## src/rtl/pool_stream.sv

```systemverilog
// Streaming POOLxPOOL max/average pooling over a raster-scanned feature map.
// Non-overlapping windows (stride = POOL), valid/ready on both sides, one output register.
module pool_stream #(
  parameter int DATA_W = 16,
  parameter int IMG_W  = 28,
  parameter int IMG_H  = 28,
  parameter int POOL   = 2
) (
  input  logic                     clk,
  input  logic                     rst,
  input  logic                     mode,
  input  logic                     in_valid,
  output logic                     in_ready,
  input  logic signed [DATA_W-1:0] in_data,
  output logic                     out_valid,
  input  logic                     out_ready,
  output logic signed [DATA_W-1:0] out_data,
  output logic                     out_last,
  output logic                     busy
);

  // state | meaning
  // IDLE  | no frame in flight, counters at 0
  // RUN   | frame in progress, mode_q governs arithmetic
  // DONE  | whole frame accepted, waiting for the final result to transfer

  localparam int LP    = (POOL == 4) ? 2 : 1;
  localparam int SH    = 2 * LP;
  localparam int ACC_W = DATA_W + SH;
  localparam int NOC   = IMG_W / POOL;
  localparam int CW    = (IMG_W > 1) ? $clog2(IMG_W) : 1;
  localparam int RW    = (IMG_H > 1) ? $clog2(IMG_H) : 1;
  localparam int OCW   = (NOC > 1) ? $clog2(NOC) : 1;

  typedef enum logic [1:0] {
    S_IDLE,
    S_RUN,
    S_DONE
  } state_t;

  state_t state, state_n;

  logic [CW-1:0]  col;
  logic [RW-1:0]  row;
  logic [LP-1:0]  wc, wr;
  logic [OCW-1:0] oc;
  logic           mode_q;
  logic           cur_mode;
  logic           accept;
  logic           col_last, row_last, frame_end;
  logic           emit;
  logic           last_xfer;

  logic signed [ACC_W-1:0] h_acc;
  logic signed [ACC_W-1:0] px_ext;
  logic signed [ACC_W-1:0] r;
  logic signed [ACC_W-1:0] fin;
  logic signed [ACC_W-1:0] row_buf [NOC];

  function automatic logic signed [ACC_W-1:0] comb_op(
    input logic signed [ACC_W-1:0] a,
    input logic signed [ACC_W-1:0] b,
    input logic                    avg
  );
    if (avg) return a + b;
    return (a > b) ? a : b;
  endfunction

  assign wc = col[LP-1:0];
  assign wr = row[LP-1:0];
  assign oc = OCW'(col >> LP);

  assign in_ready  = !out_valid || out_ready;
  assign accept    = in_valid && in_ready;
  assign busy      = (state != S_IDLE);
  // The first pixel of a frame (from IDLE or DONE) uses the live mode input.
  assign cur_mode  = (state == S_RUN) ? mode_q : mode;

  assign col_last  = (col == CW'(IMG_W - 1));
  assign row_last  = (row == RW'(IMG_H - 1));
  assign frame_end = accept && col_last && row_last;
  assign emit      = accept && (wc == '1) && (wr == '1);
  assign last_xfer = out_valid && out_ready && out_last;

  assign px_ext = {{SH{in_data[DATA_W-1]}}, in_data};
  assign r      = comb_op(h_acc, px_ext, cur_mode);
  assign fin    = comb_op(row_buf[oc], r, cur_mode);

  always_ff @(posedge clk) begin
    if (rst) state <= S_IDLE;
    else     state <= state_n;
  end

  always_comb begin
    state_n = state;
    case (state)
      S_IDLE: if (accept) state_n = S_RUN;
      S_RUN:  if (frame_end) state_n = S_DONE;
      S_DONE: if (last_xfer) state_n = accept ? S_RUN : S_IDLE;
      default: state_n = S_IDLE;
    endcase
  end

  always_ff @(posedge clk) begin
    if (rst) begin
      col       <= '0;
      row       <= '0;
      mode_q    <= 1'b0;
      out_valid <= 1'b0;
      out_last  <= 1'b0;
      out_data  <= '0;
    end else begin
      if (accept) begin
        if (state != S_RUN) mode_q <= mode;
        if (col_last) begin
          col <= '0;
          row <= row_last ? '0 : row + 1'b1;
        end else begin
          col <= col + 1'b1;
        end
      end
      if (emit) begin
        out_valid <= 1'b1;
        out_last  <= frame_end;
        // Average: arithmetic shift by SH then truncate is exactly the top DATA_W bits.
        out_data  <= cur_mode ? fin[ACC_W-1:SH] : fin[DATA_W-1:0];
      end else if (out_ready) begin
        out_valid <= 1'b0;
        out_last  <= 1'b0;
      end
    end
  end

  // Datapath needs no reset: every entry is rewritten at wc/wr = 0 before use.
  always_ff @(posedge clk) begin
    if (accept) begin
      if (wc == '0)      h_acc <= px_ext;
      else if (wc != '1) h_acc <= r;
      if (wc == '1) begin
        if (wr == '0)      row_buf[oc] <= r;
        else if (wr != '1) row_buf[oc] <= fin;
      end
    end
  end

endmodule
```

## config.mk

```make
export PLATFORM = sky130hd
export DESIGN_NAME = pool_stream
export DESIGN_NICKNAME = d
export VERILOG_FILES = /design/src/rtl/pool_stream.sv
export SDC_FILE = /design/constraint.sdc
export NUM_CORES = 1
export LEC_CHECK = 0
export CORE_ASPECT_RATIO = 1.75
export CORE_MARGIN = 10
export CORE_UTILIZATION = 50
export CTS_CLUSTER_DIAMETER = 30
export CTS_CLUSTER_SIZE = 28
export DETAILED_ROUTE_END_ITERATION = 8
export GPL_TIMING_DRIVEN = 0
export PLACE_DENSITY = 0.67
export SKIP_CTS_REPAIR_TIMING = 1
export SYNTH_ARGS = -nofsm -noshare
export SYNTH_HDL_FRONTEND = slang
export SYNTH_SLANG_ARGS = --single-unit
export TNS_END_PERCENT = 1
```

## constraint.sdc

```tcl
create_clock -name clk -period 7.01 [get_ports clk]
set_clock_uncertainty 0.2 [all_clocks]
set_input_delay 1.402 -clock clk [delete_from_list [all_inputs] [get_ports clk]]
set_output_delay 1.402 -clock clk [all_outputs]
set_load 0.02 [all_outputs]
```

After elaboration in Yosys (flattened, before gate mapping)
Memory sizes are Yosys's and may differ from the RTL's. A register that Yosys moved wholly into a read port is not among the register bits.
Cells that the tools add are included.
{"block": "totals", "register_bits": 47, "mem_bits_rw": 252, "output_inout_bits": 20, "elab_cells": 65, "mem_count": 1}
{"block": "classes", "n_addsub": 4, "magnitude_cmp": 2, "n_eq_ne": 8, "muxes": 25, "n_bitwise": 1, "n_reduce_logical": 16}
{"name": "row_buf", "depth": 14, "word_bits": 18, "rd": 1, "rd_ports_with_merged_regs": 1, "wr": 1, "line_no": "58", "rtl": "logic signed [ACC_W-1:0] row_buf [NOC];"}
{"operator": "18-bit two-way mux", "count": 6}
{"operator": "18-bit adder", "count": 1}
{"operator": "18-bit greater-than comparator", "count": 1}
{"operator": "16-bit by 16-bit adder with 17-bit output", "count": 1}
{"operator": "16-bit greater-than comparator", "count": 1}
{"operator": "16-bit two-way mux", "count": 1}
{"operator": "5-bit by 1-bit adder with 5-bit output (second input constant)", "count": 2}
{"operator": "5-bit equality test (second input constant)", "count": 2}
{"operator": "1-bit two-way mux", "count": 10}
{"operator": "5-bit two-way mux", "count": 2}
{"operator": "4-bit two-way mux", "count": 2}
{"operator": "1-bit logical AND", "count": 7}
{"operator": "2-bit two-way mux", "count": 3}
{"operator": "2-bit != test (second input constant)", "count": 3}
{"operator": "2-bit one-hot mux with 3 select lines", "count": 1}
{"operator": "2-bit AND reduction", "count": 3}
{"operator": "2-bit nonzero test", "count": 2}
{"operator": "3-bit AND reduction", "count": 1}
{"operator": "2-bit by 1-bit equality test with 1-bit output (second input constant)", "count": 1}
{"operator": "2-bit equality test (second input constant)", "count": 1}
{"operator": "2-bit logical NOT", "count": 1}
{"operator": "2-bit by 1-bit != test with 1-bit output (second input constant)", "count": 1}
{"operator": "1-bit logical NOT", "count": 1}
{"operator": "1-bit logical OR", "count": 1}
{"operator": "1-bit inverter", "count": 1}

Logic depth before layout (Yosys ltp)
{"block": "depth", "depth_word": 8, "ltp_mapped": 23, "ltp_nobuf": 20}

Worst setup path before layout
No wires, ideal clock.
{"block": "synth_path", "kind": "input port to flip-flop", "start": "input in_data[14]", "end": "register out_data[15]", "setup_time_ns": 0.091, "arrival_time_ns": 5.716, "path_slack_ns": 1.003, "stages": 19, "path_buffers": 1, "path_cell_list": "inv_1 > ha_1 > nand4_1 > a2111oi_2 > or3_4 > mux2i_4 > buf_12 > mux2i_1 > mux2i_1 > inv_1 > ha_1 > inv_1 > a21oi_1 > o31ai_1 > a2111oi_0 > a21oi_1 > a221oi_1 > a21oi_1 > a311oi_1"}
{"block": "synth_via", "elab_chain_len": 7, "elab_cells_between_ends": 11}
{"item": "start: declaration", "line_no": "14", "rtl": "input logic signed [DATA_W-1:0] in_data,"}
{"item": "16-bit greater-than comparator *", "line_no": "66", "rtl": "return (a > b) ? a : b;"}
{"item": "18-bit two-way mux * (2 in a row)", "line_no": "66"}
{"item": "net r[10]", "line_no": "56", "rtl": "logic signed [ACC_W-1:0] r;"}
{"item": "18-bit adder / 18-bit greater-than comparator (equally long branches)", "line_no": "65, 66"}
{"item": "18-bit two-way mux, on equally long branches", "line_no": "65, 66"}
{"item": "18-bit two-way mux *", "line_no": "66"}
{"item": "16-bit two-way mux *", "line_no": "126", "rtl": "out_data <= cur_mode ? fin[ACC_W-1:SH] : fin[DATA_W-1:0];"}
{"item": "end signal: assignment", "line_no": "126"}
{"item": "end: declaration", "line_no": "17", "rtl": "output logic signed [DATA_W-1:0] out_data,"}
The timed path passes the listed nets; every way through them passes the cells marked *. The select of a mux whose other input is x is not followed.
A chain may end at the register's enable or synchronous reset.

Final worst setup path
{"block": "layout_path", "start": "input in_data[14]", "end": "register out_data[8]"}
{"block": "layout_via", "elab_chain_len": 7, "elab_cells_between_ends": 11}
{"item": "16-bit by 16-bit adder with 17-bit output / 16-bit greater-than comparator (equally long branches)", "line_no": "65, 66"}
{"item": "18-bit two-way mux, on equally long branches", "line_no": "65, 66"}
{"item": "18-bit two-way mux *", "line_no": "66"}
{"item": "18-bit greater-than comparator / 18-bit adder (equally long branches)", "line_no": "66, 65"}
{"item": "18-bit two-way mux, on equally long branches", "line_no": "66, 65"}
{"item": "18-bit two-way mux *", "line_no": "66"}
{"item": "16-bit two-way mux *", "line_no": "126"}
Every way passes the cells marked *; elsewhere a longest branch is shown, timed or not. The select of a mux whose other input is x is not followed.

==> parameters.txt <==
Parameter                              Value

Synth
  Most common flop cell mapped by yosys    sky130_fd_sc_hd__edfxtp_1
  Register area share after synthesis    60.5%
  Number of enable flip-flop cells after synthesis    254
  Synthesized netlist net count    1005
  Synthesized flop and latch total    289
  FFs w/ async S/R, synth    0%
  Synth cell count leaders    sky130_fd_sc_hd__edfxtp_1, sky130_fd_sc_hd__ha_1, sky130_fd_sc_hd__mux4_2, sky130_fd_sc_hd__nor2_1, sky130_fd_sc_hd__inv_1
  Most frequently used cell type in the post-synthesis netlist    sky130_fd_sc_hd__edfxtp_1
  Ranking of synthesized cells by area    sky130_fd_sc_hd__edfxtp_1, sky130_fd_sc_hd__mux4_2, sky130_fd_sc_hd__ha_1
  Total standard cell area after synthesis    13800 um^2
  Syn. warnings    0
  Largest area contributor in the netlist    sky130_fd_sc_hd__edfxtp_1
  Unique masters post-synth    64
  Synthesized netlist cell count    915
  Share of the synthesized area in the top cell type    55.4%
  Post-Synthesis Mean Instance Area    15.0 um^2

Finish
  Fraction of final layout cells with drive strength greater than 1    22.4%
  Area used by multi-input combinational logic    5190 um^2
  Net count of the finished layout    1109
  Filler instances    2062
  Synth-to-layout area growth    18.9%
  Sequential cell area    8330 um^2
  N_diodes    0

Timing
  Setup TNS    0 ns
  Worst slew margin relative to its limit    12.9%
  Slew @ Worst Pin    1.27 ns
  Final setup viols    0
  Shortest clock period the worst path allows after layout    6.93 ns
  Maximum clock frequency    144 MHz
  Final Max Slew Viols    0
  Setup repair after global routing missed its margin    yes
  Share of the cycle needed by the critical path after routing    98.9%
  Fin. Hold Viols    0

Die
  DIE HEIGHT    239 um
  Placement row count    80
  Initial Util    50.5%
  Area enclosed by the die boundary    34800 um^2
  Core Box Area    27200 um^2
  Die width    145 um
  # IOs    41

Clock network
  CTS H-Tree Depth    2
  Inserted Clock Buffers    38
  CTS tree    done
  Total clock sinks    289
  Clock input transition at the sequential cells of the worst setup and hold paths    0.05 ns
  Clock latency of the later-clocked register in the worst-skew pair    0.54 ns
  Clock buffer depth    3
  Cell at the root of the clock tree    sky130_fd_sc_hd__clkbuf_16

Flow run
  Max-capacitance violation count    0

Global routing
  Sum of overflow across all layers after global routing    0
  Overall track demand over capacity in global routing    19.6%
  Number of antenna violations at the first check in global routing    0
  Number of global-route vias before repair    8654
  Wire length of the first global-routing pass    51700 um
  Pin count of the biggest net entering global routing    21

Setup path
  Type of the worst setup path    in -> reg
  Type of element capturing the critical path    flip-flop
  Required time of the critical path    7.22 ns
  Slowest stage cell, crit path    sky130_fd_sc_hd__clkdlybuf4s50_1
  Critical Path Start Type    primary input
  Cell Chain, Critical Path    clkdlybuf4s50_1 > inv_1 > ha_1 > nand4_1 > a2111oi_2 > or3_4 > mux2i_4 > buf_12 > buf_12 > mux2i_2 > mux2_2 > ha_1 > clkbuf_1 > and4_1 > nand4_1 > o32ai_1 > mux2i_1 > o21a_1 > buf_2 > buf_2 > o21ai_0 > a32o_1
  Worst-case reg-to-reg path depth    20
  Max Fanout on Critical Path    10
  Slowest Stage Delay on Critical Path    0.58 ns
  Worst path arrival time    7.14 ns

Route
  Number of remaining DRC errors    0
  First-pass detailed-route iteration total    5
  Via density    5.87
  Number of design-rule violations left by the first detailed-router iteration    438
  Detail Route Antenna Nets    0
  WL final    34600 um
  Average wire per standard cell    24.4 um
  Overall via count from detail_route    8313

Power
  Tot Pwr    0.00468 W
  IR Drop Worst-Case VDD    0.149 mV
  Static leakage    5.64 nW
  PwrDens    286 nW/um^2

Placed design
  Post-DP HPWL    25700 um
  Number of I/O port buffers    40
  Last weighted congestion value of the routability-driven placer    0.933

Status
  Status    finished, final reports clean

Min path
  Cells on Worst Hold Path    1
  Hold Path Class    reg -> reg
cell families after synthesis:
| group | after synthesis | synth area share (%) |
|---|---|---|
| buf+inv | 82 | 2.45 |
| mux | 119 | 15.1 |
| fa+ha+maj | 69 | 6.33 |
| xor+xnor | 31 | 1.97 |
| simple gates | 179 | 6.33 |
| flops | 289 | 60.5 |
| compound gates | 146 | 7.30 |
metrics by stage:
| stage | util (%) | cell area, um^2 | setup WS (ns) | std cells | hold WS (ns) |
|---|---|---|---|---|---|
| global route | 60.1 | 16400 | -0.101 | 1417 | 0.286 |
| floorplan | - | 13800 | 1.00 | 915 | 0.263 |
| CTS | 59.7 | 16200 | -0.678 | 1412 | 0.278 |
| global placement | 53.7 | 14600 | -1.12 | 1324 | 0.256 |
| finish | 60.1 | 16400 | 0.0760 | 1417 | 0.271 |
| detailed placement | 55.0 | 15000 | -1.22 | 1343 | 0.267 |
critical path, delay by kind of cell:
family                     cells  cell delay [ns]
and+or+nand+nor                4             0.99
AOI/OAI and AO/OA              5             1.20
buffers and inverters          7             1.78
adders and majority gates      2             0.62
muxes                          4             1.10
state kept, by name, summed over array words and instances, names as in the netlist, named ones only:
name       count
col            5
h_acc         16
mode_q         1
out_data      16
out_last       1
out_valid      1
row            5
row_buf      238
state          2
cell usage in the layout, fill, tap and decap left out, types with 6 or more instances in the layout:
cell type and instances:
sky130_fd_sc_hd__a21oi_1 44, sky130_fd_sc_hd__a32o_1 6, sky130_fd_sc_hd__buf_2 11, sky130_fd_sc_hd__buf_6 8, sky130_fd_sc_hd__buf_8 6, sky130_fd_sc_hd__clkbuf_1 26, sky130_fd_sc_hd__clkbuf_16 39, sky130_fd_sc_hd__clkdlybuf4s50_1 40
sky130_fd_sc_hd__dfxtp_1 35, sky130_fd_sc_hd__edfxtp_1 254, sky130_fd_sc_hd__ha_1 67, sky130_fd_sc_hd__inv_1 45, sky130_fd_sc_hd__mux2_2 26, sky130_fd_sc_hd__mux2i_1 21, sky130_fd_sc_hd__mux4_2 67, sky130_fd_sc_hd__nand2_1 34
sky130_fd_sc_hd__nand2b_1 10, sky130_fd_sc_hd__nand3_1 7, sky130_fd_sc_hd__nand4_1 7, sky130_fd_sc_hd__nor2_1 52, sky130_fd_sc_hd__nor2_2 12, sky130_fd_sc_hd__nor2b_1 8, sky130_fd_sc_hd__nor3_1 15, sky130_fd_sc_hd__o21a_1 7
sky130_fd_sc_hd__o21ai_0 17, sky130_fd_sc_hd__o21bai_1 10, sky130_fd_sc_hd__or2_2 6, sky130_fd_sc_hd__xnor2_1 23, sky130_fd_sc_hd__xor2_1 8
routing by layer:
metal,up-vias,GRT usage [%],part of all wire [%],routed length [um]
met1,4178,19.5,34,11900
met3,107,2.70,3.7,1280
met2,256,36.9,55,19000
met4,0,13.7,6.9,2370
met5,-,0,0,0
li1,3772,-,-,-
final timing paths:
path,start,to,slack [ns]
worst max-delay path,in_data[14],out_data[8],0.08
worst min-delay path,out_data[9],out_data[9],0.27
worst max register to register,h_acc[12],out_data[8],1.14
worst min register to register,out_data[9],out_data[9],0.27
where the power goes:
part / switching, W / internal, W
Combinational: 0.000506 / 0.000298
Clock: 0.000781 / 0.00112
Sequential: 0.00000955 / 0.00197
area by class of cell:
cell class	count	share of cell area, %
flip-flops and latches	289	50.9
multi-input cells	544	31.8
clock buffers	46	6.31
repair buffers	64	4.70
well taps	369	2.82
clock inverters	23	1.40
plain buffers	37	1.03
inverters	45	1.03
Note: power is estimated with default switching activity, not from simulation.
==> RTL change 1 (config.mk and constraints unchanged) <==
`DATA_W`: 16 -> 24.
--- a/src/rtl/pool_stream.sv
+++ b/src/rtl/pool_stream.sv
@@ -3,3 +3,3 @@
 module pool_stream #(
-  parameter int DATA_W = 16,
+  parameter int DATA_W = 24,
   parameter int IMG_W  = 28,
Ports: changed (resized in_data and out_data); port bits go from 41 to 57. No check against the original RTL was run, so the function may have changed too.
==> RTL change 1 against the unedited design <==
Power rose by 49%; sequential power up 45%; setup slack gained 0.054 ns; die area is 42% higher; register-to-register slack got worse by 0.06 ns; area after synthesis rose by 48%; wire length rose by 64%; sequential cell count rose by 128; design area up 50%.
==> RTL change 1: results (changes against the unedited design) <==
* Result of the run: complete, no violations
* Post-synth top cells: sky130_fd_sc_hd__edfxtp_1, sky130_fd_sc_hd__nor2_1, sky130_fd_sc_hd__ha_1, sky130_fd_sc_hd__mux4_2, sky130_fd_sc_hd__a21oi_1
* Top Registers: row_buf: 350 flops, h_acc: 24 flops, out_data: 24 flops
* Global-route wire length before repair at 83100 um (+61%)
* H-tree depth reported by CTS at 2 (unchanged)
* Post-placement cell area at 22100 um^2 (+47%)
* Slew headroom at 13.5% (+0.60 points)
* Leakage at 8.32 nW (+47%)
* Number of global-route vias before repair at 13.5k (+56%)
* Met1 Wirelength at 18900 um (+59%)
* Fraction of layout cells with a size suffix above 1 at 24.1% (+1.7 points)
* Sequential cell area fraction in the yosys report at 59.4% (-1.1 points)
* Count of antenna diodes in the layout at 0 (unchanged)
* Initial antenna violation count at 0 (unchanged)
* Final #Nets at 1696 (+53%)
* Number of cell instances on the worst register-to-register path at 22 (+10%)
* Total clock buffers created by CTS at 53 (+39%)
* Net count after synthesis at 1550 (+54%)
* Detailed route wirelength on metal3 at 2500 um (+95%)
* First-iteration detailed-routing DRC count at 901 (+110%)
* GRT Overall Usage at 23.0% (+3.3 points)
* Worst vdd rail ir drop at 0.184 mV (+24%)
* Post-synthesis async set-or-reset flop share at 0% (unchanged)
* Met3 Use GR at 2.93% (+0.23 points)
* Endpoint arrival time on the critical path at 7.17 ns (+0.03 ns)
* Library cells used by synthesis at 80 (+25%)
* Clk slew on worst S/H paths at 0.05 ns (about the same)
* Final Routed Wirelength at 56500 um (+64%)
* Library cell contributing the largest single delay on the critical path: sky130_fd_sc_hd__clkdlybuf4s50_1
* Post-Place Worst Slack at -1.89 ns (-0.671 ns)
* Final Wtd Congestion at 0.965 (+3.4%)
* Pin count of the biggest net entering global routing at 25 (+19%)
* Number of input and output port buffers inserted at 55 (+38%)
* Worst-skew pair later-pin latency at 0.60 ns (+0.06 ns)
* Post-synth EDFFs at 374 (+47%)
* Worst-case clock buffer depth at 3 (unchanged)
* Delay-heaviest family, CP: compound AO/OA/AOI/OAI gates
* Met2 Resource Use GR at 43.0% (+6.0 points)
* Met1 track demand over resource at 23.0% (+3.5 points)
* Synth Flop Type: sky130_fd_sc_hd__edfxtp_1
* Via count normalized by instance count at 6.01 (+2.4%)
* Detailed placement HPWL at 42100 um (+64%)
* Routed length on met2 at 31000 um (+63%)
* Warnings, synthesis at 0 (unchanged)
* Cell depth of the worst hold path at 2 (+1)
* Highest fanout seen on the critical path at 10 (unchanged)
* Delay of the slowest cell on the worst path at 0.57 ns
* Dominant cells by area after synthesis: sky130_fd_sc_hd__edfxtp_1, sky130_fd_sc_hd__mux4_2, sky130_fd_sc_hd__ha_1
* Worst min path class: reg -> reg
* Root buffer selected by CTS: sky130_fd_sc_hd__clkbuf_16
==> RTL change 1: kinds of logic after synthesis <==
group / count (synthesis) / synth area share (%)
flops: 417 / 59.4
xor+xnor: 47 / 2.02
buf+inv: 139 / 2.80
compound gates: 270 / 8.75
fa+ha+maj: 101 / 6.25
mux: 156 / 14.0
simple gates: 290 / 6.74
==> RTL change 1: tightest hold or removal path: cells and delay by family, from the launching register on <==
family | cells | cell delay [ns]
and+or+nand+nor | 1 | 0.05
AOI/OAI and AO/OA | 1 | 0.05
DFF | 1 | 0.31
==> RTL change 1: path summary, 6_finish.rpt <==
kind	endpoint	slack [ns]	start
worst max register to register	out_data[16]	1.08	h_acc[17]
worst min register to register	out_data[3]	0.28	out_data[3]
worst max-delay path	out_data[16]	0.13	in_data[6]
worst min-delay path	out_data[3]	0.28	out_data[3]
==> RTL change 1: stage by stage <==
| stage | TNS (ns) | cells |
|---|---|---|
| finish | 0 | 2155 |
| detailed placement | -36.92 | 2047 |
| CTS | -22.82 | 2147 |
| global route | -0.123 | 2155 |
| floorplan | 0 | 1420 |
| global placement | -76.41 | 2019 |
==> RTL change 1: power by group <==
group / total (mW) / internal [mW] / switching [mW] / leakage [nW]
Combinational: 1.34 / 0.496 / 0.848 / 3.69
Clock: 2.78 / 1.60 / 1.17 / 0.900
Sequential: 2.87 / 2.85 / 0.0161 / 3.73
==> RTL change 1: area by class of cell <==
| cell class | count | area [um^2] |
|---|---|---|
| fill | 3022 | 15700 |
| sequential | 417 | 12100 |
| multi-input combinational | 864 | 8220 |
| timing repair buffer | 96 | 1060 |
| clock buffer | 55 | 1330 |
| buffer | 60 | 279 |
| tap | 544 | 681 |
| inverter | 74 | 283 |
| clock inverter | 45 | 513 |
==> RTL change 2 (config.mk and constraints unchanged) <==
Made on the original files. Encoding of `state_t`: now one-hot (3 bits for 3 states).
--- a/src/rtl/pool_stream.sv
+++ b/src/rtl/pool_stream.sv
@@ -34,6 +34,6 @@
 
-  typedef enum logic [1:0] {
-    S_IDLE,
-    S_RUN,
-    S_DONE
+  typedef enum logic [2:0] {
+    S_IDLE = 3'b001,
+    S_RUN  = 3'b010,
+    S_DONE = 3'b100
   } state_t;
Check against the original RTL: same outputs for any inputs over 10 cycles, from zero or initial values and one cycle with rst high; not proved beyond that.
==> RTL change 2 against the unedited design <==
Sequential cell count up 1; power fell by 2.3%; area after synthesis is 1.7% higher; design area is 0.94% higher; setup slack gained 0.12 ns; wire length grew 5.2%; critical endpoint is now out_data[11].
==> RTL change 2: results (changes against the unedited design) <==
* Library cell contributing the largest single delay on the critical path: sky130_fd_sc_hd__or3_1
* Multiplexer fraction of the synthesized cell area at 13.4% (-1.7 points)
* Hold path startpoint: mode_q
* Register-to-register setup slack at 1.21 ns (+0.07 ns)
* Final worst-path setup slack at 0.193 ns (+0.117 ns)
* Hold path endpoint: mode_q
* Dominant cells by area after synthesis: sky130_fd_sc_hd__edfxtp_1, sky130_fd_sc_hd__mux4_2, sky130_fd_sc_hd__ha_1
* Fill cell instance count of the final layout at 2193 (+6.4%)
* Worst-skew pair later-pin latency at 0.54 ns (about the same)
* H-tree depth reported by CTS at 2 (unchanged)
* Global-route wire length before repair at 54600 um (+5.6%)
* Post-synth top cells: sky130_fd_sc_hd__edfxtp_1, sky130_fd_sc_hd__nor2_1, sky130_fd_sc_hd__ha_1, sky130_fd_sc_hd__mux4_2, sky130_fd_sc_hd__inv_1
* Final #Nets at 1169 (+5.4%)
* Endpoint arrival time on the critical path at 7.07 ns (-0.07 ns)
* Post-Place Worst Slack at -1.44 ns (-0.219 ns)
* Post-synthesis compound-gate area fraction at 7.81% (+0.52 points)
* Delay of the slowest cell on the worst path at 0.54 ns (-0.04 ns)
* First-iteration detailed-routing DRC count at 572 (+31%)
* Fraction of layout cells with a size suffix above 1 at 22.3% (-0.16 points)
* Placed cells at 1408 (+4.8%)
* Total clock buffers created by CTS at 36 (-5.3%)
* Result of the run: complete, no violations
* Post-route non-filler standard cell count at 1478 (+4.3%)
* Cell with the most instances after synthesis: sky130_fd_sc_hd__edfxtp_1
* Final Wtd Congestion at 0.928 (-0.50%)
* Slew at the pin closest to its max-slew limit at 1.12 ns (-0.147 ns)
* Number of cell instances on the worst register-to-register path at 15 (-25%)
* Number of input and output port buffers inserted at 39 (-2.5%)
* Startpoint of the most critical setup path: in_data[8]
* Post-Syn Instances at 977 (+6.8%)
* Post-placement cell area at 15200 um^2 (+1.2%)
* Critical path endpoint: out_data[11]
* Leakage at 5.70 nW (+1.1%)
* Worst vdd rail ir drop at 0.176 mV (+18%)
* Sequential cell area fraction in the yosys report at 59.7% (-0.84 points)
* Via count normalized by instance count at 5.93 (+1.1%)
* Number of global-route vias before repair at 9061 (+4.7%)
* Net count after synthesis at 1067 (+6.2%)
* Delay-heaviest family, CP: simple AND/OR/NAND/NOR gates
* Cell depth of the worst hold path at 2 (+1)
* Adder and majority gate portion of the synthesized area at 6.23% (-0.10 points)
* DRT Pass-1 Iters at 6 (+1)
* Synthesized-area fraction occupied by xor and xnor cells at 1.82% (-0.16 points)
* GRT Overall Usage at 20.6% (+0.94 points)
* Detailed placement HPWL at 26500 um (+3.0%)
* Cell Int Power at 3.30 mW (-2.4%)
* Pin count of the biggest net entering global routing at 20 (-4.8%)
* Root buffer selected by CTS: sky130_fd_sc_hd__clkbuf_16
* Initial antenna violation count at 0 (unchanged)
* Library cells used by synthesis at 65 (+1.6%)
* Average wire per standard cell at 24.6 um (+0.83%)
* Worst-case clock buffer depth at 3 (unchanged)
## RTL change 2: changes by cell type after synthesis, sizes merged, moves of 5 or more
cell     before  now
inv          45   53
a32o          6    1
nor3         20   31
a2111oi       2   10
a21oi        45   53
clkbuf       24   19
nand3         7   13
buf          13   21
mux2i        26   14
mux2         26   20
nor2         64   85
## RTL change 2: per-layer routing
| layer | share of wire (%) | vias up | GRT usage (%) |
|---|---|---|---|
| met2 | 55 | 258 | 39.4 |
| li1 | - | 3986 | - |
| met1 | 35 | 4417 | 20.6 |
| met3 | 3.7 | 101 | 2.97 |
| met5 | 0 | - | 0 |
| met4 | 6.1 | 0 | 12.0 |
## RTL change 2: layout make-up
cell class | instances | area (um^2) | area share, %
well taps | 373 | 467 | 2.83
plain buffers | 39 | 184 | 1.11
multi-input cells | 594 | 5400 | 32.7
clock buffers | 36 | 901 | 5.46
repair buffers | 65 | 711 | 4.31
clock inverters | 28 | 293 | 1.77
flip-flops and latches | 290 | 8350 | 50.6
inverters | 53 | 199 | 1.21
## RTL change 2: power by group through the flow
stage / Clock [mW] / Sequential, mW / Combinational (mW)
floorplan: 0 / 2.01 / 0.503
global placement: 0 / 2.01 / 0.694
detailed placement: 0 / 2.01 / 0.714
CTS: 1.87 / 1.98 / 0.717
global route: 1.94 / 1.98 / 0.826
finish: 1.85 / 1.97 / 0.751
## RTL change 2: stage by stage
stage               utilization, %  hold slack [ns]
floorplan                        -            0.263
global placement              53.4            0.275
detailed placement            54.6            0.283
CTS                           58.9            0.292
global route                  59.4            0.321
finish                        59.4            0.297
## RTL change 2: cell families after synthesis
family,Yosys count
xor+xnor,29
mux,101
flops,290
simple gates,235
fa+ha+maj,69
buf+inv,93
compound gates,160
